`src/rtl/exe_hazard_ctrl_if.sv`:
```
// Signal bundle for exe_hazard_ctrl. It carries the decode, MA and WB inputs and the EX control outputs.
// Defining HAZ_PERF_CNT_EN adds o_stall_cnt and o_flush_cnt.
interface exe_hazard_ctrl_if #(
  parameter int NUM_REGS   = 32,
  parameter int PERF_CNT_W = 32
);
  localparam int RW = $clog2(NUM_REGS);

  if (NUM_REGS < 2 || PERF_CNT_W < 1) begin : g_param_err
    $error("exe_hazard_ctrl_if: illegal parameter value");
  end

  logic [RW-1:0] i_id_rs1;
  logic [RW-1:0] i_id_rs2;
  logic          i_id_use_rs1;
  logic          i_id_use_rs2;
  logic [RW-1:0] i_id_rdest;
  logic          i_id_regwrite;
  logic          i_id_load;
  logic          i_ex_branch_valid;
  logic [RW-1:0] i_ma_rdest;
  logic          i_ma_regwrite;
  logic [RW-1:0] i_wb_rdest;
  logic          i_wb_regwrite;
  logic          o_ex_en;
  logic          o_pc_stall;
  logic          o_ifid_stall;
  logic          o_ifid_flush;
  logic [1:0]    o_forward_a;
  logic [1:0]    o_forward_b;
`ifdef HAZ_PERF_CNT_EN
  logic [PERF_CNT_W-1:0] o_stall_cnt;
  logic [PERF_CNT_W-1:0] o_flush_cnt;

  modport master (
    output i_id_rs1, i_id_rs2, i_id_use_rs1, i_id_use_rs2, i_id_rdest, i_id_regwrite,
           i_id_load, i_ex_branch_valid, i_ma_rdest, i_ma_regwrite, i_wb_rdest, i_wb_regwrite,
    input  o_ex_en, o_pc_stall, o_ifid_stall, o_ifid_flush, o_forward_a, o_forward_b,
           o_stall_cnt, o_flush_cnt
  );
  modport slave (
    input  i_id_rs1, i_id_rs2, i_id_use_rs1, i_id_use_rs2, i_id_rdest, i_id_regwrite,
           i_id_load, i_ex_branch_valid, i_ma_rdest, i_ma_regwrite, i_wb_rdest, i_wb_regwrite,
    output o_ex_en, o_pc_stall, o_ifid_stall, o_ifid_flush, o_forward_a, o_forward_b,
           o_stall_cnt, o_flush_cnt
  );
`else
  modport master (
    output i_id_rs1, i_id_rs2, i_id_use_rs1, i_id_use_rs2, i_id_rdest, i_id_regwrite,
           i_id_load, i_ex_branch_valid, i_ma_rdest, i_ma_regwrite, i_wb_rdest, i_wb_regwrite,
    input  o_ex_en, o_pc_stall, o_ifid_stall, o_ifid_flush, o_forward_a, o_forward_b
  );
  modport slave (
    input  i_id_rs1, i_id_rs2, i_id_use_rs1, i_id_use_rs2, i_id_rdest, i_id_regwrite,
           i_id_load, i_ex_branch_valid, i_ma_rdest, i_ma_regwrite, i_wb_rdest, i_wb_regwrite,
    output o_ex_en, o_pc_stall, o_ifid_stall, o_ifid_flush, o_forward_a, o_forward_b
  );
`endif
endinterface

```
`src/rtl/exe_hazard_ctrl.sv`:
```
// Execute-stage hazard controller. It produces operand forwarding, load-use stall bubbles and the IF/ID flush on a branch.
// Defining HAZ_PERF_CNT_EN adds stall and flush performance counters.
module exe_hazard_ctrl #(
  parameter int NUM_REGS       = 32,
  parameter int LOAD_USE_STALL = 1,
  parameter int PERF_CNT_W     = 32
) (
  input logic              i_aclk,
  input logic              i_areset,
  exe_hazard_ctrl_if.slave hz_bus
);
  localparam int RW = $clog2(NUM_REGS);

  localparam logic [1:0] ST_RUN   = 2'd0;
  localparam logic [1:0] ST_STALL = 2'd1;
  localparam logic [1:0] ST_FLUSH = 2'd2;

  localparam logic [1:0] STALL_INIT = 2'(LOAD_USE_STALL - 1);

  if (LOAD_USE_STALL < 1 || LOAD_USE_STALL > 3 || PERF_CNT_W < 1) begin : g_param_err
    $error("exe_hazard_ctrl: illegal parameter value");
  end

  logic [1:0]    state, state_nxt;
  logic [1:0]    cnt, cnt_nxt;
  logic          ex_en, pc_stall, ifid_flush, hz;

  logic [RW-1:0] ex_rs1, ex_rs2, ex_rdest;
  logic          ex_use1, ex_use2, ex_regwrite, ex_load;

  function automatic logic [1:0] fwd_sel(
    input logic          use_rs,
    input logic [RW-1:0] rs,
    input logic          ma_we,
    input logic [RW-1:0] ma_rd,
    input logic          wb_we,
    input logic [RW-1:0] wb_rd
  );
    if (use_rs && rs != '0 && ma_we && ma_rd == rs) return 2'b01;
    if (use_rs && rs != '0 && wb_we && wb_rd == rs) return 2'b10;
    return 2'b00;
  endfunction

  assign hz = ex_load & ex_regwrite & (ex_rdest != '0) &
              ((hz_bus.i_id_use_rs1 & (hz_bus.i_id_rs1 == ex_rdest)) |
               (hz_bus.i_id_use_rs2 & (hz_bus.i_id_rs2 == ex_rdest)));

  always_comb begin
    state_nxt  = state;
    cnt_nxt    = cnt;
    ex_en      = 1'b1;
    pc_stall   = 1'b0;
    ifid_flush = 1'b0;
    case (state)
      ST_RUN: begin
        if (hz_bus.i_ex_branch_valid) begin
          ifid_flush = 1'b1;
          ex_en      = 1'b0;
          state_nxt  = ST_FLUSH;
        end else if (hz) begin
          pc_stall = 1'b1;
          ex_en    = 1'b0;
          cnt_nxt  = STALL_INIT;
          if (STALL_INIT != 2'd0) state_nxt = ST_STALL;
        end
      end
      ST_STALL: begin
        pc_stall = 1'b1;
        ex_en    = 1'b0;
        // The first stall cycle is spent in RUN, so STALL covers the remaining LOAD_USE_STALL-1.
        if (cnt <= 2'd1) begin
          cnt_nxt   = '0;
          state_nxt = ST_RUN;
        end else begin
          cnt_nxt = cnt - 2'd1;
        end
      end
      ST_FLUSH: state_nxt = ST_RUN;
      default:  state_nxt = ST_RUN;
    endcase
  end

  always_ff @(posedge i_aclk or posedge i_areset) begin
    if (i_areset) begin
      state <= ST_RUN;
      cnt   <= '0;
    end else begin
      state <= state_nxt;
      cnt   <= cnt_nxt;
    end
  end

  always_ff @(posedge i_aclk or posedge i_areset) begin
    if (i_areset) begin
      ex_rs1      <= '0;
      ex_rs2      <= '0;
      ex_rdest    <= '0;
      ex_use1     <= 1'b0;
      ex_use2     <= 1'b0;
      ex_regwrite <= 1'b0;
      ex_load     <= 1'b0;
    end else if (ex_en) begin
      ex_rs1      <= hz_bus.i_id_rs1;
      ex_rs2      <= hz_bus.i_id_rs2;
      ex_rdest    <= hz_bus.i_id_rdest;
      ex_use1     <= hz_bus.i_id_use_rs1;
      ex_use2     <= hz_bus.i_id_use_rs2;
      ex_regwrite <= hz_bus.i_id_regwrite;
      ex_load     <= hz_bus.i_id_load;
    end else begin
      ex_use1     <= 1'b0;
      ex_use2     <= 1'b0;
      ex_regwrite <= 1'b0;
      ex_load     <= 1'b0;
    end
  end

  // Reset gates the outputs combinationally, so an in-flight stall or flush disappears at once.
  assign hz_bus.o_ex_en      = ex_en & ~i_areset;
  assign hz_bus.o_pc_stall   = pc_stall & ~i_areset;
  assign hz_bus.o_ifid_stall = pc_stall & ~i_areset;
  assign hz_bus.o_ifid_flush = ifid_flush & ~i_areset;
  assign hz_bus.o_forward_a  = fwd_sel(ex_use1, ex_rs1, hz_bus.i_ma_regwrite, hz_bus.i_ma_rdest,
                                       hz_bus.i_wb_regwrite, hz_bus.i_wb_rdest);
  assign hz_bus.o_forward_b  = fwd_sel(ex_use2, ex_rs2, hz_bus.i_ma_regwrite, hz_bus.i_ma_rdest,
                                       hz_bus.i_wb_regwrite, hz_bus.i_wb_rdest);

`ifdef HAZ_PERF_CNT_EN
  logic [PERF_CNT_W-1:0] stall_cnt, flush_cnt;

  always_ff @(posedge i_aclk or posedge i_areset) begin
    if (i_areset) begin
      stall_cnt <= '0;
      flush_cnt <= '0;
    end else begin
      if (pc_stall)   stall_cnt <= stall_cnt + 1'b1;
      if (ifid_flush) flush_cnt <= flush_cnt + 1'b1;
    end
  end

  assign hz_bus.o_stall_cnt = stall_cnt;
  assign hz_bus.o_flush_cnt = flush_cnt;
`endif
endmodule

```
`src/flat_wrapper.sv`:
```
// flat-port wrapper written by rule: the top's interface ports become plain ports
module exe_hazard_ctrl_flat 
#(
  parameter int NUM_REGS       = 32,
  parameter int LOAD_USE_STALL = 1,
  parameter int PERF_CNT_W     = 32
)
  (i_aclk, i_areset, hz_bus_i_id_rs1, hz_bus_i_id_rs2, hz_bus_i_id_use_rs1, hz_bus_i_id_use_rs2, hz_bus_i_id_rdest, hz_bus_i_id_regwrite, hz_bus_i_id_load, hz_bus_i_ex_branch_valid, hz_bus_i_ma_rdest, hz_bus_i_ma_regwrite, hz_bus_i_wb_rdest, hz_bus_i_wb_regwrite, hz_bus_o_ex_en, hz_bus_o_pc_stall, hz_bus_o_ifid_stall, hz_bus_o_ifid_flush, hz_bus_o_forward_a, hz_bus_o_forward_b);
  exe_hazard_ctrl_if #(.NUM_REGS(NUM_REGS), .PERF_CNT_W(PERF_CNT_W)) hz_bus_i ();
  input logic i_aclk;
  input logic i_areset;
  input wire logic [$bits(hz_bus_i.i_id_rs1)-1:0] hz_bus_i_id_rs1;
  input wire logic [$bits(hz_bus_i.i_id_rs2)-1:0] hz_bus_i_id_rs2;
  input wire logic [$bits(hz_bus_i.i_id_use_rs1)-1:0] hz_bus_i_id_use_rs1;
  input wire logic [$bits(hz_bus_i.i_id_use_rs2)-1:0] hz_bus_i_id_use_rs2;
  input wire logic [$bits(hz_bus_i.i_id_rdest)-1:0] hz_bus_i_id_rdest;
  input wire logic [$bits(hz_bus_i.i_id_regwrite)-1:0] hz_bus_i_id_regwrite;
  input wire logic [$bits(hz_bus_i.i_id_load)-1:0] hz_bus_i_id_load;
  input wire logic [$bits(hz_bus_i.i_ex_branch_valid)-1:0] hz_bus_i_ex_branch_valid;
  input wire logic [$bits(hz_bus_i.i_ma_rdest)-1:0] hz_bus_i_ma_rdest;
  input wire logic [$bits(hz_bus_i.i_ma_regwrite)-1:0] hz_bus_i_ma_regwrite;
  input wire logic [$bits(hz_bus_i.i_wb_rdest)-1:0] hz_bus_i_wb_rdest;
  input wire logic [$bits(hz_bus_i.i_wb_regwrite)-1:0] hz_bus_i_wb_regwrite;
  output wire logic [$bits(hz_bus_i.o_ex_en)-1:0] hz_bus_o_ex_en;
  output wire logic [$bits(hz_bus_i.o_pc_stall)-1:0] hz_bus_o_pc_stall;
  output wire logic [$bits(hz_bus_i.o_ifid_stall)-1:0] hz_bus_o_ifid_stall;
  output wire logic [$bits(hz_bus_i.o_ifid_flush)-1:0] hz_bus_o_ifid_flush;
  output wire logic [$bits(hz_bus_i.o_forward_a)-1:0] hz_bus_o_forward_a;
  output wire logic [$bits(hz_bus_i.o_forward_b)-1:0] hz_bus_o_forward_b;
  assign hz_bus_i.i_id_rs1 = hz_bus_i_id_rs1;
  assign hz_bus_i.i_id_rs2 = hz_bus_i_id_rs2;
  assign hz_bus_i.i_id_use_rs1 = hz_bus_i_id_use_rs1;
  assign hz_bus_i.i_id_use_rs2 = hz_bus_i_id_use_rs2;
  assign hz_bus_i.i_id_rdest = hz_bus_i_id_rdest;
  assign hz_bus_i.i_id_regwrite = hz_bus_i_id_regwrite;
  assign hz_bus_i.i_id_load = hz_bus_i_id_load;
  assign hz_bus_i.i_ex_branch_valid = hz_bus_i_ex_branch_valid;
  assign hz_bus_i.i_ma_rdest = hz_bus_i_ma_rdest;
  assign hz_bus_i.i_ma_regwrite = hz_bus_i_ma_regwrite;
  assign hz_bus_i.i_wb_rdest = hz_bus_i_wb_rdest;
  assign hz_bus_i.i_wb_regwrite = hz_bus_i_wb_regwrite;
  assign hz_bus_o_ex_en = hz_bus_i.o_ex_en;
  assign hz_bus_o_pc_stall = hz_bus_i.o_pc_stall;
  assign hz_bus_o_ifid_stall = hz_bus_i.o_ifid_stall;
  assign hz_bus_o_ifid_flush = hz_bus_i.o_ifid_flush;
  assign hz_bus_o_forward_a = hz_bus_i.o_forward_a;
  assign hz_bus_o_forward_b = hz_bus_i.o_forward_b;
  exe_hazard_ctrl #(.NUM_REGS(NUM_REGS), .LOAD_USE_STALL(LOAD_USE_STALL), .PERF_CNT_W(PERF_CNT_W)) u_core (.i_aclk(i_aclk), .i_areset(i_areset), .hz_bus(hz_bus_i));
endmodule
```
`config.mk`:
```
export PLATFORM = sky130hd
export DESIGN_NAME = exe_hazard_ctrl_flat
export DESIGN_NICKNAME = d
export VERILOG_FILES = /design/src/rtl/exe_hazard_ctrl_if.sv /design/src/rtl/exe_hazard_ctrl.sv /design/src/flat_wrapper.sv
export SDC_FILE = /design/constraint.sdc
export NUM_CORES = 1
export LEC_CHECK = 0
export ABC_AREA = 0
export BUFFER_PORTS_ARGS = -buffer_cell sky130_fd_sc_hd__buf_2
export CAP_MARGIN = 20
export CORE_UTILIZATION = 53
export CTS_CLUSTER_SIZE = 12
export DETAILED_ROUTE_END_ITERATION = 12
export GPL_ROUTABILITY_DRIVEN = 0
export HOLD_SLACK_MARGIN = 0.06
export PLACE_DENSITY = 0.84
export SYNTH_ARGS = -nofsm -noshare
export SYNTH_HDL_FRONTEND = slang
export SYNTH_SLANG_ARGS = --single-unit
```
`constraint.sdc`:
```
create_clock -name i_aclk -period 4.5 [get_ports i_aclk]
set_clock_uncertainty 0.15 [all_clocks]
set_input_delay 0.675 -clock i_aclk [delete_from_list [all_inputs] [get_ports i_aclk]]
set_output_delay 0.675 -clock i_aclk [all_outputs]
set_load 0.01 [all_outputs]
```
==> metrics, run 1 <==
share of cells above drive strength 1=0.3613; Die X=49.63 µm; Die H=49.63 µm; commonest non-fill, non-tap cells in the layout=buf_2 (41), xnor2_1 (22), dfrtp_1 (20); Pre-Repair DR Iteration Count=4; Synth Area in XOR/XNOR=0.2185; placed insts=178; Min Hold Slack=356.6 ps; post-CTS setup buffer count=0; Layout Cells excl Fill=182; Final WS setup=1520 ps; sequential area share after synthesis=0.4162; 1st-iter DRT viols=17; WP data required=3670 ps; Fmax=335.6 MHz; post-synthesis mux area share=0.09365; largest family of logic cells by synthesized area=XOR/XNOR gates; switching power=125.1 µW; DR vias/cell=5.709; area of the core=2042 µm²; Synth cell types=24; Clk pwr share=0.312; Final TNS setup=0 ps; Final Cell Area=1464 µm²; Leakage Power=0.6547 nW; CP max FO=11; dpl cell area=1411 µm²; crit-path max cell delay=510 ps; Max Slew Vio Count=0; Seq pwr share=0.469; synthesized cell area=1202 µm²; post-cts resize count=0; Nets=190; Setup Crit Path Kind=input pin to output port; Seq cells post-synth=20; Worst EP arrival=2150 ps; largest net degree at the start of global routing=21; syn nets=148; drt drc=0; TritonCTS clock tree=done; vias post-DR=1039; Synth Instances=114; GRT Total Usage=0.2736; Hold Path Class=input pin to async pin; Die ar.=2463 µm²; Max Cap Viol=0; antenna violations before repair=0; Worst VDD drop=0.0002374 V; Slowest cell on crit path=o21ai_2; area share of the largest cell type after synthesis=0.4162; wirelength, routed=2983 µm; clock insertion delay at the later pin of the skew report=300 ps; Clock transition at path regs=110 ps; PD cells=317.6 nW/µm²; vias in the first global route=1059; commonest non-fill, non-tap cell in the layout=buf_2; CP dominant cell by count=buf_2; Comb power frac=0.220; global-route wire length before repair=5057 µm; crit end category=output port; Fillers=172; worst slew pin tran=727.4 ps; Remaining Overflow, GRT=0; Initial Util=0.5888; # setup viols final=0; total CTS buffers=3; dpl hpwl=2413 µm; simple-gate share of the synthesized area=0.1675; largest cells by area after synthesis=dfrtp_1 (42%), xnor2_1 (16%), mux2_2 (9.4%); Startpoint Class=input pin; Sw Share=0.2691; CTS Sinks=20; Area Growth Syn to Fin=21.75%; Int Power=339.8 µW; Avg Cell Area, Syn=10.55 µm²; Root Buffer=clkbuf_4; Max clock buf depth=2; status=finished, final reports clean; compound-cell area share of the yosys netlist=0.06972; Hold Buf Count CTS=0; RSZ-0062 raised after global routing=false; Max-slew headroom=0.5145; Ys Warns=0; Place WS=1595 ps; Post-Synth Adder-Cell Area=0; largest area contributor in the netlist=dfrtp_1; Rows=16; Antenna diodes=0; wire per inst=16.39 µm; Ports=42; CP cell instances=buf_2 -> xnor2_1 -> nand3_1 -> o22a_1 -> o21ai_2 -> nor2_1 -> buf_2; post-layout minimum cycle time=2980 ps; final hold violations=0; IO buf count=41; antenna-violating nets left=0; fin crit share=0.6621; H-tree Lvls=1
[power by group through the flow]
stage / registers (mW) / clock network, mW / logic, mW
6_report: 0.218 / 0.145 / 0.102
5_1_grt: 0.220 / 0.154 / 0.113
4_1_cts: 0.218 / 0.146 / 0.102
3_5_place_dp: 0.221 / 0 / 0.102
3_3_place_gp: 0.220 / 0 / 0.0951
2_1_floorplan: 0.215 / 0 / 0.0687
[worst paths after layout]
kind / start / end / slack [ps] / cells after the start
max in group asynchronous: i_areset / u_core.ex_rs1[2]$_DFFE_PP0P_ / 3390 / 2
min in group i_aclk: hz_bus_i_id_load / u_core.ex_load$_DFF_PP0_ / 440 / 2
hold / removal: i_areset / u_core.ex_rdest[3]$_DFFE_PP0P_ / 360 / 2
hold reg to reg: u_core.ex_rdest[4]$_DFFE_PP0P_ / u_core.ex_rdest[4]$_DFFE_PP0P_ / 450 / 1
setup / recovery: hz_bus_i_id_rs2[1] / hz_bus_o_ex_en / 1520 / 7
setup reg to reg: u_core.ex_rdest[3]$_DFFE_PP0P_ / u_core.ex_rs2[0]$_DFFE_PP0P_ / 2250 / 5
[cell families after synthesis]
| kind of cell | Yosys count |
|---|---|
| buffers and inverters | 7 |
| AOI/OAI and AO/OA | 10 |
| muxes | 10 |
| DFF | 20 |
| and+or+nand+nor | 37 |
| xor gates and xnor gates | 30 |
[sequential cells by signal, summed over array words and instances (netlist names)]
signal,flops
u_core.ex_use2,1
u_core.ex_rs1,5
u_core.ex_regwrite,1
u_core.state,1
u_core.ex_load,1
u_core.ex_rdest,5
u_core.ex_rs2,5
u_core.ex_use1,1
[synthesized netlist by cell type]
cell / count
xnor2_1: 22
dfrtp_1: 20
mux2_2: 10
xor2_1: 8
nand3_1: 6
nand4_1: 6
nor3_1: 6
a32o_1: 5
nand2_1: 5
and3_1: 4
inv_1: 3
nor2_1: 3
buf_4: 2
nor4_1: 2
o21ai_0: 2
or4_1: 2
and3b_1: 1
buf_6: 1
clkbuf_1: 1
nand2b_1: 1
o21ai_2: 1
o22a_1: 1
o22ai_1: 1
or2_1: 1
[per-stage QoR]
stage	utilization	power, mW
3_3_place_gp	0.6912	0.3148
6_report	0.7169	0.4649
5_1_grt	0.7169	0.4877
4_1_cts	0.7169	0.4656
3_5_place_dp	0.6912	0.3230
2_1_floorplan	-	0.2834
[layout make-up]
cell class	instances	area, µm²	area share
Clock buffer	3	22.52	0.01538
Clock inverter	1	30.03	0.02051
Inverter	3	11.26	0.007692
Multi-Input combinational cell	87	660.6	0.4513
Sequential cell	20	500.5	0.3419
Tap cell	27	33.78	0.02308
Timing Repair Buffer	41	205.2	0.1402
[per-layer routing]
| layer | GRT usage | part of all wire | up-vias |
|---|---|---|---|
| met5 | 0 | 0 | - |
| met4 | 0.05714 | 0.0080 | 0 |
| met3 | 0.03704 | 0.044 | 4 |
| met2 | 0.5180 | 0.53 | 40 |
| met1 | 0.3234 | 0.41 | 504 |
| li1 | - | - | 491 |
[critical path, delay by kind of cell]
kind                      cells  cell delay (ps)
AOI/OAI and AO/OA             2              740
buffers and inverters         2              280
xor gates and xnor gates      1              250
and+or+nand+nor               2              200
(Power assumes the default switching activity.)
==> inputs of run 2 (changes only) <==
--- a/config.mk
+++ b/config.mk
@@ -8,12 +8,12 @@
 export ABC_AREA = 0
 export BUFFER_PORTS_ARGS = -buffer_cell sky130_fd_sc_hd__buf_2
 export CAP_MARGIN = 20
-export CORE_UTILIZATION = 53
+export CORE_UTILIZATION = 49
 export CTS_CLUSTER_SIZE = 12
 export DETAILED_ROUTE_END_ITERATION = 12
 export GPL_ROUTABILITY_DRIVEN = 0
 export HOLD_SLACK_MARGIN = 0.06
-export PLACE_DENSITY = 0.84
+export PLACE_DENSITY = 0.79
 export SYNTH_ARGS = -nofsm -noshare
 export SYNTH_HDL_FRONTEND = slang
 export SYNTH_SLANG_ARGS = --single-unit
==> constraint.sdc (replaced) <==
create_clock -name i_aclk -period 2.9 [get_ports i_aclk]
set_clock_uncertainty 0.15 [all_clocks]
set_input_delay 0.435 -clock i_aclk [delete_from_list [all_inputs] [get_ports i_aclk]]
set_output_delay 0.435 -clock i_aclk [all_outputs]
set_load 0.01 [all_outputs]
==> run 2 against run 1 <==
Count of clock-buffer cells in the layout is 1 higher. Clock power rose by 8%. Die area is 7.8% higher. Register-to-register slack lost 1400 ps. Routed wire length shrank 9.0%. Combinational power increased by 53%. Hold slack got worse by 240 ps. Flip-flop and latch count is the same. First-iteration DRC count is 53% higher. Critical path depth decreased by 2. Cell count increased by 1.1%. Critical path type is now flop to output port. Critical endpoint is now hz_bus_o_forward_a[1].
==> metrics, run 2 (synthesized netlist as in run 1, its figures left out) <==
Leakage Power=0.6528 nW (-0.29%); H-tree Lvls=1 (unchanged); CP max FO=4 (-7); CTS Sinks=20 (unchanged); Crit. Startpoint=u_core.ex_rs1[0]$_DFFE_PP0P_; Worst VDD drop=0.0003967 V (+67%); Reg area=500.5 µm² (unchanged); # setup viols final=0 (unchanged); Fmax=390.6 MHz; antenna-violating nets left=0 (unchanged); CP cell instances=or4_1 -> o21ai_0 -> nor3_1 -> nor3_1 -> buf_2; Place WS=676.4 ps (-918.8 ps); Setup Crit Path Kind=flop to output port; Clock transition at path regs=110 ps (about the same); dpl cell area=1420 µm² (+0.62%); worst slew pin tran=725.9 ps (-1.555 ps); drt drc=0 (unchanged); Crit path buffers/inverters=1 (-1); Root Buffer=clkbuf_4; post-CTS setup buffer count=0 (unchanged); vias in the first global route=1034 (-2.4%); commonest non-fill, non-tap cell in the layout=buf_2; Antenna diodes=0 (unchanged); fin crit share=0.8829; vias post-DR=1044 (+0.48%); PD cells=447.5 nW/µm² (+41%); wire per inst=14.75 µm (-10%); Ports=42 (unchanged); final hold violations=0 (unchanged); RR Startpoint=u_core.ex_rdest[3]$_DFFE_PP0P_; Die X=51.54 µm (+3.8%); commonest non-fill, non-tap cells in the layout=buf_2 (41), xnor2_1 (22), dfrtp_1 (20); fin util=0.6459 (-0.07096); Nets=191 (+0.53%); area of the core=2255 µm² (+10%); Die ar.=2656 µm² (+7.8%); Die H=51.54 µm (+3.8%); GRT Total Usage=0.2266 (-0.04701); antenna violations before repair=0 (unchanged); multi-input logic area=660.6 µm² (unchanged); Regs by FF count=u_core.ex_rdest x5, u_core.ex_rs1 x5, u_core.ex_rs2 x5; Max clock buf depth=2 (unchanged); Max Slew Vio Count=0 (unchanged); status=finished, final reports clean; Rows=17 (+1); CP dominant cell by count=nor3_1; Final WS setup=339.6 ps (-1181 ps); post-layout minimum cycle time=2560 ps; wirelength, routed=2714 µm (-9.0%); largest net degree at the start of global routing=21 (unchanged); WP data required=2320 ps (-1350 ps); 1st-iter DRT viols=26 (+9); Initial Util=0.5333 (-0.05555); Worst EP arrival=1980 ps (-170 ps); Max-slew headroom=0.5155 (+0.001038); Max Cap Viol=0 (unchanged); post-cts resize count=0 (unchanged); dpl hpwl=2152 µm (-11%); Remaining Overflow, GRT=0 (unchanged); IO buf count=41 (unchanged); Final TNS setup=0 ps (unchanged); DR vias/cell=5.674 (-0.61%); global-route wire length before repair=4485 µm (-11%); crit-path max cell delay=520 ps (about the same); share of cells above drive strength 1=0.3654 (+0.004094); RSZ-0062 raised after global routing=false; clock insertion delay at the later pin of the skew report=290 ps (about the same); Slowest cell on crit path=or4_1; FF-to-FF End=u_core.ex_rs1[2]$_DFFE_PP0P_; Startpoint Class=flop; Area Growth Syn to Fin=21.12%; Final Cell Area=1456 µm² (-0.51%); reg2reg path depth=6 (+1); Fillers=190 (+10%); Hold Path Class=input pin to async pin; TritonCTS clock tree=done; Hold Buf Count CTS=0 (unchanged); CP delay by family, top=simple AND/OR/NAND/NOR gates; FF-to-FF setup slack=880 ps (-1370 ps); total CTS buffers=3 (unchanged); Pre-Repair DR Iteration Count=4 (unchanged); crit end category=output port
-- run 2: cell types whose count changed in the layout (fill, tap and decap cells not counted) --
cell       change
buf_4          +1
clkbuf_8       +1
bufinv_16      -1
-- run 2: area by class of cell --
type,count,area share
multi-input cells,87,0.4536
flip-flops and latches,20,0.3436
repair buffers,42,0.1460
clock buffers,4,0.02491
well taps,28,0.02405
inverters,3,0.007732
-- run 2: worst max-delay path by stage --
stage / endpoint / slack (ps) / depth (start not counted)
global route: hz_bus_o_forward_b[1] / 250 / 5
floorplan: hz_bus_o_forward_a[1] / 770 / 4
CTS: hz_bus_o_forward_a[1] / 330 / 5
global placement: hz_bus_o_forward_a[1] / 710 / 5
detailed placement: hz_bus_o_forward_a[1] / 680 / 5
finish: hz_bus_o_forward_a[1] / 340 / 5
-- run 2: stage by stage --
stage / hold slack, ps / std cells / total power [mW]
2_1_floorplan: 248.8 / 114 / 0.4397
3_3_place_gp: 430.5 / 180 / 0.4907
3_5_place_dp: 442.4 / 180 / 0.4986
4_1_cts: 135.7 / 184 / 0.6572
5_1_grt: 176.4 / 184 / 0.6870
6_report: 120.4 / 184 / 0.6517
-- run 2: worst reg2reg max path, stage by stage (launching register included) --
cell and delay, ps:
dfrtp_1 470, xnor2_1 260, nand4_1 120, o22a_1 240, o21ai_2 120, buf_4 200
mux2_2 360
-- run 2: report_power, final --
group	leakage [nW]	switching, mW	internal, mW	total (mW)
clock	0.0210	0.0802	0.0765	0.157
sequential	0.239	0.0344	0.305	0.339
combinational	0.393	0.0719	0.0842	0.156
total	0.653	0.186	0.465	0.652
-- run 2: metal layers --
| layer | global-route usage | up-vias | routed length (µm) |
|---|---|---|---|
| met3 | 0.01754 | 4 | 122 |
| met5 | 0 | - | 0 |
| li1 | - | 494 | - |
| met1 | 0.2781 | 502 | 1176 |
| met2 | 0.4199 | 44 | 1390 |
| met4 | 0.06757 | 0 | 25 |
